### src/rtl/fetch_unit.sv
// rtl/fetch_unit.sv - instruction fetch stage: PC, instruction-bus initiator, IF/ID register
// Handles redirects, stalls, bus access faults and misaligned branch targets.
module fetch_unit #(
  parameter logic [31:0] RESET_VECTOR = 32'h0000_0000,
  parameter logic [31:0] NOP_INST     = 32'h0000_0013
) (
  input  logic        clk,
  input  logic        rst_n,
  input  logic        stall,
  input  logic        br_en,
  input  logic [31:0] br_target,
  input  logic        trap_en,
  input  logic [31:0] trap_target,
  output logic        ibus_rd_en,
  output logic [31:0] ibus_addr,
  input  logic [31:0] ibus_rd_data,
  input  logic        ibus_fault,
  output logic [31:0] inst,
  output logic [31:0] inst_pc,
  output logic        inst_valid,
  output logic        inst_access_fault,
  output logic        inst_misaligned,
  output logic [31:0] fault_addr
);

  typedef enum logic [1:0] {BOOT, FETCH, FAULT} state_t;

  state_t      state_q, state_d;
  logic [31:0] pc_q, pc_d;
  logic [31:0] inst_q, inst_d;
  logic [31:0] inst_pc_q, inst_pc_d;
  logic        inst_valid_q, inst_valid_d;
  logic        acc_fault_q, acc_fault_d;
  logic        misaligned_q, misaligned_d;
  logic [31:0] fault_addr_q, fault_addr_d;
  logic [31:0] trap_pc;

  assign trap_pc = {trap_target[31:2], 2'b00};

  always_ff @(posedge clk or negedge rst_n) begin
    if (!rst_n) begin
      state_q      <= BOOT;
      pc_q         <= RESET_VECTOR;
      inst_q       <= NOP_INST;
      inst_pc_q    <= 32'h0;
      inst_valid_q <= 1'b0;
      acc_fault_q  <= 1'b0;
      misaligned_q <= 1'b0;
      fault_addr_q <= 32'h0;
    end else begin
      state_q      <= state_d;
      pc_q         <= pc_d;
      inst_q       <= inst_d;
      inst_pc_q    <= inst_pc_d;
      inst_valid_q <= inst_valid_d;
      acc_fault_q  <= acc_fault_d;
      misaligned_q <= misaligned_d;
      fault_addr_q <= fault_addr_d;
    end
  end

  always_comb begin
    state_d      = state_q;
    pc_d         = pc_q;
    inst_d       = inst_q;
    inst_pc_d    = inst_pc_q;
    inst_valid_d = inst_valid_q;
    acc_fault_d  = acc_fault_q;
    misaligned_d = misaligned_q;
    fault_addr_d = fault_addr_q;
    case (state_q)
      BOOT: begin
        state_d = FETCH;
        if (trap_en) pc_d = trap_pc;
      end
      FETCH: begin
        if (trap_en) begin
          pc_d         = trap_pc;
          inst_d       = NOP_INST;
          inst_valid_d = 1'b0;
        end else if (br_en && br_target[1:0] == 2'b00) begin
          // The word on the bus this cycle is wrong-path and is dropped.
          pc_d         = br_target;
          inst_d       = NOP_INST;
          inst_valid_d = 1'b0;
        end else if (br_en) begin
          misaligned_d = 1'b1;
          fault_addr_d = br_target;
          inst_d       = NOP_INST;
          inst_valid_d = 1'b0;
          state_d      = FAULT;
        end else if (stall) begin
          pc_d = pc_q;
        end else if (ibus_fault) begin
          acc_fault_d  = 1'b1;
          fault_addr_d = pc_q;
          inst_d       = NOP_INST;
          inst_valid_d = 1'b0;
          state_d      = FAULT;
        end else begin
          inst_d       = ibus_rd_data;
          inst_pc_d    = pc_q;
          inst_valid_d = 1'b1;
          pc_d         = pc_q + 32'd4;
        end
      end
      FAULT: begin
        inst_valid_d = 1'b0;
        // Only a trap leaves FAULT; fault_addr is kept for mtval.
        if (trap_en) begin
          acc_fault_d  = 1'b0;
          misaligned_d = 1'b0;
          pc_d         = trap_pc;
          state_d      = FETCH;
        end
      end
      default: state_d = BOOT;
    endcase
  end

  assign ibus_addr         = pc_q;
  assign ibus_rd_en        = (state_q == FETCH) & ~stall & ~br_en & ~trap_en;
  assign inst              = inst_q;
  assign inst_pc           = inst_pc_q;
  assign inst_valid        = inst_valid_q;
  assign inst_access_fault = acc_fault_q;
  assign inst_misaligned   = misaligned_q;
  assign fault_addr        = fault_addr_q;

endmodule
### config.mk
export PLATFORM = sky130hd
export DESIGN_NAME = fetch_unit
export DESIGN_NICKNAME = d
export VERILOG_FILES = /design/src/rtl/fetch_unit.sv
export SDC_FILE = /design/constraint.sdc
export NUM_CORES = 1
export LEC_CHECK = 0
export ABC_AREA = 1
export CAP_MARGIN = 20
export CORE_MARGIN = 1.5
export CORE_UTILIZATION = 42
export CTS_CLUSTER_SIZE = 12
export DETAILED_ROUTE_END_ITERATION = 8
export PLACE_DENSITY_LB_ADDON = 0.12
export SYNTH_ARGS = -nofsm -noshare
export SYNTH_HDL_FRONTEND = slang
export SYNTH_SLANG_ARGS = --single-unit
### constraint.sdc
create_clock -name clk -period 1.6 [get_ports clk]
set_clock_uncertainty 0.2 [all_clocks]
set_input_delay 0.32 -clock clk [delete_from_list [all_inputs] [get_ports clk]]
set_output_delay 0.32 -clock clk [all_outputs]
set_load 0.02 [all_outputs]
==> summary.md <==
| Metric | Value |
|---|---|
| Outcome | complete, but fails checks |
| Failing checks | setup timing |
| Share of cells above drive strength 1 | approximately 37% |
| CTS tree | yes |
| Gpl congestion | 0.950 |
| CP arrival | ~1.3 ns |
| Post-Syn Area | 0.00693 mm^2 |
| # nets final | 1,358 |
| R2r setup slk | -0.21 ns |
| Synth Instances | about 900 |
| Initial antenna violation count | 0 |
| Sum of negative setup slack | -19.88 ns |
| Slew headroom | between 70% and 80% |
| Drt drc | 0 |
| Post-synthesis sequential area ratio | about half |
| Number of flops mapped to enable cells by yosys | 0 |
| Worst hold slack | 0.138 ns |
| Max Fclk | between 500 and 600 MHz |
| Clock Tree Buf Depth | 2 |
| Drt pass-1 iters | 5 |
| Clock sinks | 133 |
| Commonest non-fill, non-tap cell in the layout | nand2_1 |
| Syn-to-layout area delta | 66.5% |
| CP Capture Type | primary output |
| Total die area | ~0.017 mm^2 |
| GRT Total Usage | 28.6% |
| DRC violation total after the first TritonRoute iteration | around 520 |
| # diodes | 0 |
| Slew at the pin closest to its max-slew limit | ~0.35 ns |
| Pleak | approximately 0.0058 uW |
| Worst Path Required | roughly 1.1 ns |
| Slew Limit Fails | 0 |
| Post-route ant nets | 0 |
| Routed wire length | approximately 27,000 um |
| Die span in x | roughly 130 um |
| CORE AREA | about 0.016 mm^2 |
| VDD IR-drop max | around 1000 uV |
| Hold Path Class | input port to asynchronous set/reset pin |
| RSZ-0062 raised after global routing | yes |
| Clk root buf | clkbuf_16 |
| DR vias | 7,806 |
| Tmin final | 1.82 ns |
| Pre-CTS WS | -0.743 ns |
| Final Hold Viols | 0 |
| Core Util, Final | slightly above 70% |
| I/O pin cnt | 234 |
| Reg2Reg Capture Point | fault_addr[25] |
| Largest net degree at the start of global routing | 37 |
| Post-synth ARST share | 100% |
| Vias in the first global route | between 7,000 and 8,000 |
| Worst-path fanout max | 5 |
| Total power | 23,000 uW |
| Final period utilization | 114% |
| Main synth FF type | dfrtp_1 |
| R2R depth | 8 |
| Clk_lat worst skew | ~0.43 ns |
| Drt wl/cell | roughly 18 um |
| Final setup margin | -0.220 ns |
| Critical R2R Launch | state_q[0] |
| Crit Path Category | register to primary output |
| Row count | 46 |
| Post-DP HPWL | 17,200 um |
| Clock H-tree levels | 4 |
| Die Ht | 131 um |
| Syn avg cell area | roughly 7.7 um^2 |
| Mapped Nets | a little over 1,000 |
| Crit start category | register |
| Via/cell ratio | approximately 5.3 |
| Commonest non-fill, non-tap cells in the layout | 228 x nand2_1, 113 x dfrtp_1, 102 x buf_2 |
| Yosys warning count | 0 |
| Clock transition at path regs | roughly 0.06 ns |
| First-pass GRT wire length | 38,900 um |
| Grt ovf | 0 |
| Max-cap check violation count | 0 |
| IO Port Bufs | 231 |
| Endpoints failing setup | between 100 and 150 |
| Pwr Density | 2000 mW/mm^2 |
| Initial Util | between 40% and 50% |
| CTS Buf Count | 17 |
| Library cells used by synthesis | 31 |
| #FFs+latches synth | ~130 |
worst max path at each step:
stage                          start             end  slack [ns]  depth (start not counted)
after CTS                 state_q[1]      ibus_rd_en       -0.21                          4
after floorplan                br_en      inst_pc[9]       -0.07                          8
after global routing      state_q[1]   ibus_addr[13]       -0.29                         10
after detailed placement       br_en  fault_addr[19]       -0.74                         10
after global placement         br_en  fault_addr[17]       -0.74                         10
final                     state_q[1]      ibus_rd_en       -0.22                          4
layer usage:
layer  GRT usage [%]  wire [um]  up-vias
li1                -          -     3622
met1            37.5      11300     3755
met2            46.8      12900      381
met3            6.21       2200       48
met4            9.81        642        0
met5               0          0        -
metrics by stage:
stage               instances  instance area, um^2
floorplan                 906                 7060
global placement         1393                10200
detailed placement       1393                10200
CTS                      1458                11300
global route             1484                11500
finish                   1484                11500
cell type report:
cell class	count	area (um^2)
clock buffer	22	484
clock inverter	10	121
fill	1293	4460
inverter	96	380
multi-input combinational	633	3440
sequential	133	3350
tap	216	270
timing repair buffer	374	3490
cells in the mapped netlist (2+ instances only):
library cell / number / area share (%)
a21boi_1: 6 / 0.65
a21oi_1: 19 / 1.4
a22o_1: 29 / 3.7
buf_1: 2 / 0.11
buf_2: 6 / 0.43
buf_4: 6 / 0.65
buf_6: 11 / 1.8
clkbuf_1: 20 / 1.1
dfrtp_1: 130 / 47
dfstp_2: 3 / 1.1
inv_1: 91 / 4.9
inv_2: 5 / 0.27
nand2_1: 276 / 15
nand2_2: 2 / 0.18
nand3_1: 42 / 3.0
nor2_1: 99 / 5.4
o211ai_1: 2 / 0.22
o21ai_0: 83 / 6.0
o21ai_1: 39 / 2.8
o21ai_2: 16 / 2.0
o21bai_1: 2 / 0.22
o22a_1: 3 / 0.38
xor2_1: 6 / 0.76
report_power, final:
part           switching, uW  total, uW  internal (uW)
Combinational           7320      13100           5750
Clock                   1550       4010           2460
Sequential              1120       5950           4820
Total                   9990      23000          13000
worst max-delay path: stages, from the launching register on:
cell	delay [ns]
dfrtp_1	0.38
inv_2	0.08
nand2_4	0.09
nor4_2	0.13
buf_2	0.20
sequential cells by signal, indices dropped and copies added, names as in the netlist:
register           cells
inst_valid             1
inst                  32
inst_misaligned        1
inst_pc               32
state_q                2
fault_addr            32
inst_access_fault      1
ibus_addr             32
kinds of logic after synthesis:
family / Yosys count / share of synthesized area, %
AND/OR/NAND/NOR: 425 / 24.3
XOR/XNOR: 6 / 0.758
buffers and inverters: 141 / 9.26
adder cells (fa/ha/maj): 1 / 0.180
flip-flops: 133 / 48.1
AO/OA/AOI/OAI: 200 / 17.4
repair_timing:
action	CTS	global route
endpoints found under the hold margin	130	0
gates resized for setup	540	193
buffers inserted	27	20
setup endpoints to repair	261	216
pin swaps	16	12
hold buffers	1	0
gates cloned	5	11
No activity file was read; power rests on OpenSTA's default activity.
